--- src/rtl/tdm_pkg.sv ---
// Shared constants, slot-width helper and slot type for the 4-slot TDM receive path.
// Default build has no LED output; define TDM_DEMUX_LED_EN to add it.
package tdm_pkg;

    localparam int NCH_DEF = 4;
    localparam int W_DEF   = 1;
    localparam int DIV_DEF = 1;

    function automatic int slot_w(input int n);
        return $clog2(n);
    endfunction

    typedef logic [slot_w(NCH_DEF)-1:0] slot_t;

endpackage

--- src/rtl/tdm_demux4_if.sv ---
// Serial lane in, published frame and status pulses out; led exists only with TDM_DEMUX_LED_EN.
interface tdm_demux4_if
    import tdm_pkg::*;
#(
    parameter int NCH = NCH_DEF,
    parameter int W   = W_DEF
);
    localparam int SW = slot_w(NCH);

    logic              en;
    logic [W-1:0]      din;
    logic              sync;
    logic [NCH*W-1:0]  ch;
    logic [SW-1:0]     sel;
    logic              frame_valid;
    logic              sync_err;
`ifdef TDM_DEMUX_LED_EN
    logic [15:0]       led;

    modport master (output en, din, sync, input ch, sel, frame_valid, sync_err, led);
    modport slave  (input en, din, sync, output ch, sel, frame_valid, sync_err, led);
`else
    modport master (output en, din, sync, input ch, sel, frame_valid, sync_err);
    modport slave  (input en, din, sync, output ch, sel, frame_valid, sync_err);
`endif

endinterface

--- src/rtl/tdm_tick_gen.sv ---
// Slot prescaler: counts enabled cycles 0..DIV-1 and flags the last one as a slot tick.
// en low freezes the count; tick is combinational from the count and en.
module tdm_tick_gen #(
    parameter int DIV = 1
) (
    input  logic clk,
    input  logic rst,
    input  logic i_en,
    output logic o_tick
);
    localparam int            CW   = (DIV > 1) ? $clog2(DIV) : 1;
    localparam logic [CW-1:0] LAST = CW'(DIV - 1);

    logic [CW-1:0] r_cnt;
    logic          w_last;

    assign w_last = (r_cnt == LAST);
    assign o_tick = i_en && w_last;

    always_ff @(posedge clk or posedge rst) begin
        if (rst) begin
            r_cnt <= '0;
        end else if (i_en) begin
            r_cnt <= w_last ? '0 : r_cnt + 1'b1;
        end
    end

endmodule

--- src/rtl/tdm_demux4.sv ---
// TDM receiver: steers one lane sample per slot tick into a shadow frame and publishes it on the last slot.
// Optional TDM_DEMUX_LED_EN adds a 16-bit LED ring that rotates once per published frame.
module tdm_demux4
    import tdm_pkg::*;
#(
    parameter int NCH = NCH_DEF,
    parameter int W   = W_DEF,
    parameter int DIV = DIV_DEF
) (
    input  logic clk,
    input  logic rst,
    tdm_demux4_if.slave bus
);
    localparam int            SW   = slot_w(NCH);
    localparam logic [SW-1:0] LAST = SW'(NCH - 1);

    logic                  w_tick;
    logic                  w_misalign;
    logic                  w_publish;
    logic [SW-1:0]         r_sel;
    logic [(NCH-1)*W-1:0]  r_shadow;
    logic [NCH*W-1:0]      r_ch;
    logic                  r_fv;
    logic                  r_err;

    tdm_tick_gen #(.DIV(DIV)) u_tick (
        .clk    (clk),
        .rst    (rst),
        .i_en   (bus.en),
        .o_tick (w_tick)
    );

    // An aligned sync (at slot 0) is indistinguishable from a normal tick.
    assign w_misalign = bus.sync && (r_sel != '0);
    assign w_publish  = w_tick && !w_misalign && (r_sel == LAST);

    always_ff @(posedge clk or posedge rst) begin
        if (rst) begin
            r_sel    <= '0;
            r_shadow <= '0;
            r_ch     <= '0;
            r_fv     <= 1'b0;
            r_err    <= 1'b0;
        end else begin
            r_fv  <= 1'b0;
            r_err <= 1'b0;
            if (w_tick) begin
                if (w_misalign) begin
                    r_shadow[W-1:0] <= bus.din;
                    r_sel           <= SW'(1);
                    r_err           <= 1'b1;
                end else if (r_sel == LAST) begin
                    r_ch  <= {bus.din, r_shadow};
                    r_sel <= '0;
                    r_fv  <= 1'b1;
                end else begin
                    r_shadow[int'(r_sel)*W +: W] <= bus.din;
                    r_sel                        <= r_sel + 1'b1;
                end
            end
        end
    end

    assign bus.ch          = r_ch;
    assign bus.sel         = r_sel;
    assign bus.frame_valid = r_fv;
    assign bus.sync_err    = r_err;

`ifdef TDM_DEMUX_LED_EN
    logic [15:0] r_led;

    always_ff @(posedge clk or posedge rst) begin
        if (rst) begin
            r_led <= 16'h0001;
        end else if (w_publish) begin
            r_led <= {r_led[14:0], r_led[15]};
        end
    end

    assign bus.led = r_led;
`endif

endmodule

--- src/flat_wrapper.sv ---
// flat-port wrapper written by rule: the top's interface ports become plain ports
module tdm_demux4_flat import tdm_pkg::*;
#(
    parameter int NCH = NCH_DEF,
    parameter int W   = W_DEF,
    parameter int DIV = DIV_DEF
)
  (clk, rst, bus_en, bus_din, bus_sync, bus_ch, bus_sel, bus_frame_valid, bus_sync_err);
  tdm_demux4_if #(.NCH(NCH), .W(W)) bus_i ();
  input  logic clk;
  input  logic rst;
  input wire logic [$bits(bus_i.en)-1:0] bus_en;
  input wire logic [$bits(bus_i.din)-1:0] bus_din;
  input wire logic [$bits(bus_i.sync)-1:0] bus_sync;
  output wire logic [$bits(bus_i.ch)-1:0] bus_ch;
  output wire logic [$bits(bus_i.sel)-1:0] bus_sel;
  output wire logic [$bits(bus_i.frame_valid)-1:0] bus_frame_valid;
  output wire logic [$bits(bus_i.sync_err)-1:0] bus_sync_err;
  assign bus_i.en = bus_en;
  assign bus_i.din = bus_din;
  assign bus_i.sync = bus_sync;
  assign bus_ch = bus_i.ch;
  assign bus_sel = bus_i.sel;
  assign bus_frame_valid = bus_i.frame_valid;
  assign bus_sync_err = bus_i.sync_err;
  tdm_demux4 #(.NCH(NCH), .W(W), .DIV(DIV)) u_core (.clk(clk), .rst(rst), .bus(bus_i));
endmodule
--- config.mk ---
export PLATFORM = sky130hd
export DESIGN_NAME = tdm_demux4_flat
export DESIGN_NICKNAME = d
export VERILOG_FILES = /design/src/rtl/tdm_pkg.sv /design/src/rtl/tdm_demux4_if.sv /design/src/rtl/tdm_tick_gen.sv /design/src/rtl/tdm_demux4.sv /design/src/flat_wrapper.sv
export SDC_FILE = /design/constraint.sdc
export NUM_CORES = 1
export LEC_CHECK = 0
export BUFFER_PORTS_ARGS = -buffer_cell sky130_fd_sc_hd__buf_2
export CAP_MARGIN = 20
export CORE_MARGIN = 1
export CORE_UTILIZATION = 35
export CTS_BUF_LIST = sky130_fd_sc_hd__clkbuf_8 sky130_fd_sc_hd__clkbuf_16
export DETAILED_ROUTE_END_ITERATION = 10
export SLEW_MARGIN = 10
export SYNTH_ARGS = -nofsm -noshare
export SYNTH_HDL_FRONTEND = slang
export SYNTH_HIERARCHICAL = 1
export SYNTH_SLANG_ARGS = --single-unit
--- constraint.sdc ---
create_clock -name clk -period 2.46 [get_ports clk]
set_input_delay 0.123 -clock clk [delete_from_list [all_inputs] [get_ports clk]]
set_output_delay 0.123 -clock clk [all_outputs]
set_load 0.02 [all_outputs]
==> Word level (Yosys, flattened, before mapping) <==
Index checks and enable logic that the tools add are counted.
{ "op_classes": {"n_addsub": 3, "multipliers": 0, "div_mod_pow": 0, "magnitude_cmp": 0, "eq_ne": 2, "shifts": 2, "mux": 11, "bitwise": 3, "reduce_logical": 6} }
{ "ops": {"columns": ["operator", "n"], "rows": [
  ["$neg 2->33", 1],
  ["$shift 1x33->3 const A", 1],
  ["$shiftx 1x33->3", 1],
  ["$mux 1", 8],
  ["$reduce_and 3->1", 2],
  ["$mux 2", 2],
  ["$bwmux 3", 1],
  ["$not 1->1", 3],
  ["$add 2x1->2 const B", 1],
  ["$eq 2x2->1 const B", 1],
  ["$logic_and 1x1->1", 2],
  ["$ne 2x1->1 const B", 1],
  ["$reduce_and 2->1", 1],
  ["$reduce_bool 2->1", 1],
  ["$add 1x1->1 const B", 1]
]} }
{ "word_totals": {"ff_bits": 12, "latchBits": 0, "ramBits": 0, "rom_bits": 0, "input_bits": 5, "output_inout_bits": 8, "wordCells": 34, "mem_count": 0} }

==> Depth between registers and ports, before layout <==
Gate-level depths: netlist of the first run.
{ "depth": {"depth_word": 5, "ltp_mapped": 5} }

==> Hierarchy <==
Netlist of the first run, hierarchy kept.
{ "by_module_without_submodules": {"columns": ["mod", "instances", "cells_per_inst", "area_per_inst_um2", "seq_area_each_um2"], "rows": [
  ["tdm_demux4", 1, 46, 575.6, 275.3],
  ["tdm_tick_gen", 1, 1, 7.5, 0.0]
]} }

==> Worst setup path after synthesis of the first run <==
OpenSTA, ideal clock, no wires.
{ "synth_timing": {"kind": "reg2reg", "startpoint": "reg u_core.r_sel[0] (netlist: u_core/bus.sel[0])", "endpoint": "reg u_core.r_ch[0] (netlist: u_core/bus.ch[0])", "arrival_ns": 1.491, "setup_slack_ns": 0.844, "path_stages_with_launch": 6, "period_less_slack_ns": 1.616, "cell_sequence": "dfrtp_1 inv_1 ha_1 nand2b_4 nand3_4 mux2_4"} }
{ "synth_via": {"elab_chain_len": 4, "elab_cells_between_ends": 5, "classes_between": "eq/ne: 1; bitwise: 1; reduce/logical: 3"} }
{ "synth_lines": {"columns": ["item", "line_no", "rtl"], "rows": [
  ["start: declaration", "tdm_demux4.sv:20", "logic [SW-1:0] r_sel;"],
  ["start signal: assignment", "tdm_demux4.sv:58", "r_sel <= r_sel + 1'b1;"],
  ["$reduce_bool 2->1", "tdm_demux4.sv:34", "assign w_misalign = bus.sync && (r_sel != '0);"],
  ["$logic_and 1x1->1", "tdm_demux4.sv:34", null],
  ["$not 1->1 (no line)", null, null],
  ["$reduce_and 3->1 (no line) (*)", null, null],
  ["end signal: assignment", "tdm_demux4.sv:53", "r_ch <= {bus.din, r_shadow};"],
  ["end: declaration", "tdm_demux4.sv:22", "logic [NCH*W-1:0] r_ch;"]
]} }
Every way passes the cells marked *; elsewhere a longest branch is shown, timed or not.
A chain may end at the register's enable or synchronous reset.

==> Worst setup path in the final report of the first run <==
{ "layout_timing": {"startpoint": "reg u_core.r_sel[0] (netlist: u_core/bus.sel[0])", "endpoint": "reg u_core.r_shadow[2]"} }
{ "layout_via": {"elab_chain_len": 4, "elab_cells_between_ends": 10, "classes_between": "add/sub: 1; eq/ne: 1; shift: 2; mux: 1; bitwise: 2; reduce/logical: 3"} }
{ "layout_lines": {"columns": ["item", "line_no", "rtl"], "rows": [
  ["branches (longest 4 deep; another with $neg 2->33)", null, null],
  ["end signal: indexed assignment", "tdm_demux4.sv:49", "r_shadow[W-1:0] <= bus.din;"],
  ["end signal: indexed assignment", "tdm_demux4.sv:57", "r_shadow[int'(r_sel)*W +: W] <= bus.din;"],
  ["end: declaration", "tdm_demux4.sv:21", "logic [(NCH-1)*W-1:0] r_shadow;"]
]} }
Parallel ways; which one is timed is not known.

==> results of run 1 <==
[stage by stage]
step                hold slack [ps]  util [%]
detailed placement            148.9     43.02
floorplan                    -24.56         -
finish                        162.9     46.63
global route                  170.7     46.63
global placement              140.0     43.02
CTS                           162.3     46.63
[repair_timing]
| item | in CTS | in global routing |
|---|---|---|
| endpoints found under the hold margin | 11 | 0 |
| hold buffers | 1 | 0 |
| setup buffers | 0 | 0 |
[state kept, by name (all words and copies together), names as in the netlist]
register / cells
u_core/bus.sel: 2
u_core/bus.frame_valid: 1
u_core/bus.sync_err: 1
u_core/r_shadow: 3
u_core/bus.ch: 4
[kinds of logic (layout without fill, tap and decap cells)]
| kind of cell | Yosys count | count (layout) | share of synthesized area, % |
|---|---|---|---|
| muxes | 7 | 7 | 15.88 |
| adders and majority gates | 5 | 5 | 10.73 |
| and+or+nand+nor | 13 | 13 | 17.38 |
| DFF | 11 | 11 | 47.21 |
| AOI/OAI and AO/OA | 5 | 5 | 4.291 |
| buffers and inverters | 6 | 22 | 4.507 |
[how the worst max path moves through the flow]
stage | from | end | slack, ps
detailed placement | u_core/bus.sel[0]$_DFFE_PP0P_ | u_core/bus.ch[3]$_DFFE_PP0P_ | 870
global route | u_core/bus.sel[0]$_DFFE_PP0P_ | u_core/r_shadow[2]$_DFFE_PP0P_ | 720
global placement | u_core/bus.sel[0]$_DFFE_PP0P_ | u_core/bus.ch[1]$_DFFE_PP0P_ | 920
finish | u_core/bus.sel[0]$_DFFE_PP0P_ | u_core/r_shadow[2]$_DFFE_PP0P_ | 860
CTS | u_core/bus.sel[0]$_DFFE_PP0P_ | u_core/bus.ch[3]$_DFFE_PP0P_ | 850
floorplan | u_core/bus.sel[0]$_DFFE_PP0P_ | u_core/bus.ch[0]$_DFFE_PP0P_ | 840
[synthesized netlist by cell type]
master	number
mux2i_1	1
ha_1	5
and2_1	1
nand2_1	1
nand4b_1	2
nand3_1	1
mux2_4	4
nand2b_4	1
nor2_1	1
inv_1	5
nor2b_1	1
nor4bb_1	1
dfrtp_1	11
o21ai_1	2
buf_4	1
mux2_1	2
o21ai_0	3
nand3_4	1
and2b_1	1
nor3_1	2
[power groups by stage]
stage	sequential, mW	combinational, mW	clock [mW]
2_1_floorplan	0.353	0.202	0
5_1_grt	0.307	0.382	0.194
4_1_cts	0.296	0.349	0.185
3_3_place_gp	0.294	0.348	0
3_5_place_dp	0.299	0.347	0
6_report	0.294	0.347	0.178
[worst register-to-register path: cells and delay by family, from the launching register on]
kind          cells  cell delay, ps
simple gates      2             310
mux               1             320
buf+inv           1             170
fa+ha+maj         1             240
flops             1             450
[final cells by class]
class	count	area, um2	share of cell area [%]
multi-input cells	30	281.5	39.61
flip-flops and latches	11	275.3	38.73
repair buffers	13	70.07	9.859
clock buffers	3	41.29	5.810
well taps	16	20.02	2.817
inverters	5	18.77	2.641
clock inverters	1	3.754	0.5282
[metal layers]
metal / part of all wire (%) / track usage (%)
met1: 50 / 17.33
met2: 45 / 19.70
met3: 4.8 / 4.255
met4: 0 / 3.750
met5: 0 / 0
==> results.py, run 1 <==
metrics = {
    "sta": {
        "rsz0062_at_grt": "no",
        "setup_viol": 0,
        "fmax_mhz": 623.3,
        "fin_skew_ps": 2.253,
        "post-route-min-period_ps": 1604,
        "relSlewSlack_pct": 69.74,
        "finalHoldViolations": 0,
        "finalCritPeriodShare_pct": 65.21,
        "slew_violations": 0,
        "tightest_slew_ps": 453.4,
        "tns_ps": 0,
        "finalWorstSetupSlack_ps": 855.7,
    },
    "route": {
        "drtIter0Drc": 10,
        "first_pass_iters": 4,
        "post_drt_wl_per_cell_um": 12.49,
        "routed_wirelength_um": 987,
        "route.detailed.drc": 0,
        "viasPerCell": 4.937,
        "ant_nets": 0,
        "vias": 390,
    },
    "final_layout": {
        "final_common_cell": "buf_2",
        "fin_cells": 79,
        "n_antenna_cell": 0,
        "fin_area_um2": 710.7,
        "n_fill_cell": 140,
        "layout-drive-gt1-share_pct": 33.33,
        "layout_common_cells": "buf_2 (12), dfrtp_1 (11), inv_1 (6)",
        "syn_to_final_growth_pct": 21.89,
        "fin_nets": 74,
    },
    "global_route": {
        "grt-ovfl-total": 0,
        "grt_pass1_vias": 368,
        "grt_max_degree": 12,
        "grt_pass1_wl_mm": 1.752,
        "antenna_found_initial": 0,
        "track_usage_pct": 12.92,
    },
    "worst_setup_path": {
        "r2r-start": "u_core/bus.sel[0]$_DFFE_PP0P_",
        "cp.arrival_ps": 1720,
        "r2r_end": "u_core/r_shadow[2]$_DFFE_PP0P_",
        "critical_path_required_ps": 2580,
        "crit_slowest_cell": "dfrtp_1",
        "cp_top_family": "flip-flops",
        "endpoint_kind": "register",
        "reg2regPathDepth": 5,
        "cpPeakStageDelay_ps": 450,
        "r2r_slack_ps": 860,
        "crit_buf_inv": 1,
        "crit_fanout": 7,
        "path_cells": "inv_1 -> ha_1 -> nand2b_4 -> nand4b_1 -> mux2_1",
        "critical_path_class": "reg -> reg",
        "path_depth": 5,
        "cp-start-kind": "register",
    },
    "placement": {
        "port_buffers": 12,
        "place_ws_ps": 870.7,
        "dp.cells": 74,
        "place_area_um2": 655.6,
        "place.gp.congestion": 0.7476,
        "hpwl_um": 716.5,
    },
    "synth": {
        "syn-num-nets": 57,
        "synth_area_um2": 583.1,
        "ys_seq_area_share_pct": 47.21,
        "syn_area_per_cell_um2": 12.41,
        "ys_top_cells_by_area": "dfrtp_1 (47%), ha_1 (11%), mux2_4 (10%), mux2_1 (3.9%), inv_1 (3.2%)",
        "ys_ff_latch": 11,
        "postSynthCellCount": 47,
        "synth_top_area_share_pct": 47.21,
        "yosysUniqueCellTypes": 20,
        "yosys_warnings": 6,
        "yosys.area.top_type": "dfrtp_1",
    },
    "clocking": {
        "cts_root_buf": "clkbuf_8",
        "cts-resized-gates": 0,
        "clock_latency_ps": 230,
        "h-tree-depth": 1,
        "clk_pin_slew_ps": 50,
        "cts_tree": "yes",
        "clock_sinks": 11,
        "cts_buffers": 3,
        "clockBufferDepth": 2,
    },
    "pwr": {
        "p_int_uw": 520.3,
        "combPwrFrac_pct": 42.4,
        "power_frac_clock_pct": 21.8,
        "p_leak_nw": 0.3902,
        "seq_power_share_pct": 35.9,
        "switching_power_uw": 299.6,
        "power_density_nw_per_um2": 1154,
        "ir_drop_mv": 0.6023,
        "switching_share_pct": 36.54,
        "p_total_uw": 820.0,
    },
    "min_path": {
        "hold_path_end": "u_core/bus.ch[3]$_DFFE_PP0P_",
        "hold_start": "bus_din",
        "hold_path.class": "in -> reg",
        "min_path_cells": 2,
    },
    "die": {
        "start_util_pct": 38.26,
        "rows": 14,
        "die_h_um": 42.82,
        "die_width_um": 42.82,
        "core_um2": 1524,
        "die_area_um2": 1833,
        "boundaryPins": 13,
    },
    "run_status": {
        "status": "finished clean",
    },
    "flow_run": {
        "max-cap-violations": 0,
    },
}
No activity file was read; power rests on OpenSTA's default activity.
==> run 2: changes to the inputs <==
- clock period: 2.46 -> 1.7 ns (I/O delays scaled with it)
==> run 2 against run 1 <==
Critical endpoint is now u_core/bus.ch[3]$_DFFE_PP0P_. Highest routed layer unchanged. Hold slack worse by 47 ps. Clock skew rose by 4.8 ps. Cell count rose by 2.5%. Wire length grew 4.5%.
==> results.py, run 2 (synthesis results as in run 1) <==
metrics = {
    "pwr": {
        "ir_drop_mv": 0.9183,
        "p_leak_nw": 0.3998,
        "power_density_nw_per_um2": 1680,
        "p_total_mw": 1.219,
    },
    "worst_setup_path": {
        "cp-start-kind": "register",
        "crit_slowest_cell": "dfrtp_1",
        "path_cells": "inv_1 -> ha_1 -> nand2b_4 -> nand3_4 -> mux2_4",
        "crit_buf_inv": 1,
        "critical_path_required_ps": 1820,
        "cp.arrival_ps": 1600,
        "cpPeakStageDelay_ps": 400,
        "crit_fanout": 5,
        "cp_top_family": "flip-flops",
        "critical_path_class": "reg -> reg",
        "endpoint_kind": "register",
    },
    "final_layout": {
        "fin_nets": 76,
        "largest_reg_flops": 4,
        "layout_common_cells": "buf_2 (12), dfrtp_1 (11), inv_1 (6)",
        "final_common_cell": "buf_2",
        "utilization_pct": 47.62,
        "syn_to_final_growth_pct": 24.46,
        "n_antenna_cell": 0,
        "layout-drive-gt1-share_pct": 35.38,
    },
    "die": {
        "rows": 14,
        "start_util_pct": 38.26,
        "core_um2": 1524,
        "boundaryPins": 13,
        "die_h_um": 42.82,
        "die_area_um2": 1833,
        "die_width_um": 42.82,
    },
    "run_status": {
        "status": "finished clean",
    },
    "sta": {
        "fmax_mhz": 674.0,
        "tns_ps": 0,
        "setup_viol": 0,
        "finalHoldViolations": 0,
        "relSlewSlack_pct": 71.43,
        "finalCritPeriodShare_pct": 87.28,
        "rsz0062_at_grt": "no",
        "post-route-min-period_ps": 1484,
        "fin_skew_ps": 7.079,
        "tightest_slew_ps": 428.1,
        "slew_violations": 0,
    },
    "route": {
        "ant_nets": 0,
        "routed_wirelength_mm": 1.031,
        "first_pass_iters": 4,
        "viasPerCell": 4.963,
        "route.detailed.drc": 0,
        "drtIter0Drc": 5,
        "post_drt_wl_per_cell_um": 12.73,
        "vias": 402,
    },
    "global_route": {
        "grt-ovfl-total": 0,
        "grt_max_degree": 12,
        "antenna_found_initial": 0,
        "grt_pass1_wl_mm": 1.690,
        "track_usage_pct": 12.56,
        "grt_pass1_vias": 379,
    },
    "clocking": {
        "clk_pin_slew_ps": 50,
        "cts_tree": "yes",
        "clock_latency_ps": 240,
        "cts_root_buf": "clkbuf_8",
        "cts_buffers": 3,
        "clock_sinks": 11,
        "clockBufferDepth": 2,
        "h-tree-depth": 1,
    },
    "min_path": {
        "hold_path.class": "in -> reg",
    },
    "flow_run": {
        "max-cap-violations": 0,
    },
    "placement": {
        "place.gp.congestion": 0.7968,
        "hpwl_um": 750.7,
        "port_buffers": 12,
    },
}
run 2: cell types whose count changed in the layout (fill, tap and decap cells not counted):
cell	delta
buf_4	+2
run 2: routing by layer:
layer  GRT usage [%]  vias up  routed length [um]
li1                -      198                   -
met1           15.69      186                 493
met2           19.39       18                 448
met3           6.809        0                  89
met4           1.875        0                   0
met5               0        -                   0
run 2: through the flow:
step	area, um2	hold slack [ps]	cells	setup slack, ps
CTS	725.7	107.9	81	212.5
detailed placement	670.6	108.4	76	223.5
floorplan	583.1	-62.56	47	83.70
global placement	670.6	99.96	76	254.5
global route	725.7	122.9	81	134.8
finish	725.7	116.0	81	216.3
run 2: worst paths after layout:
check	start	end	slack, ps	depth (start not counted)
hold / removal	bus_din	u_core/bus.ch[3]$_DFFE_PP0P_	120	2
setup / recovery	u_core/bus.sel[1]$_DFFE_PP0P_	u_core/bus.ch[3]$_DFFE_PP0P_	220	5
hold reg to reg	u_core/r_shadow[1]$_DFFE_PP0P_	u_core/r_shadow[1]$_DFFE_PP0P_	490	1
max in group asynchronous	rst	u_core/bus.ch[1]$_DFFE_PP0P_	1010	3
min in group asynchronous	rst	u_core/r_shadow[1]$_DFFE_PP0P_	380	3
setup reg to reg	u_core/bus.sel[1]$_DFFE_PP0P_	u_core/bus.ch[3]$_DFFE_PP0P_	220	5
run 2: where the power goes:
part | internal (mW) | total [mW] | switching [mW] | leakage, nW
sequential | 0.362 | 0.415 | 0.0537 | 0.145
clock | 0.158 | 0.253 | 0.0949 | 0.0269
combinational | 0.255 | 0.550 | 0.296 | 0.228
total | 0.775 | 1.22 | 0.444 | 0.400
run 2: timing repair:
action                                  CTS  global route
hold buffers                              1             0
resized for setup                         0             0
setup buffers                             0             0
hold endpoints to repair                 11             0
endpoints found under the setup margin    0             0
run 2: final cells by class:
class / instances / area [um2]
Fill cell: 146 / 798.3
Multi-Input combinational cell: 30 / 281.5
Sequential cell: 11 / 275.3
Timing Repair Buffer: 15 / 85.08
Clock buffer: 3 / 41.29
Tap cell: 16 / 20.02
Inverter: 5 / 18.77
Clock inverter: 1 / 3.754
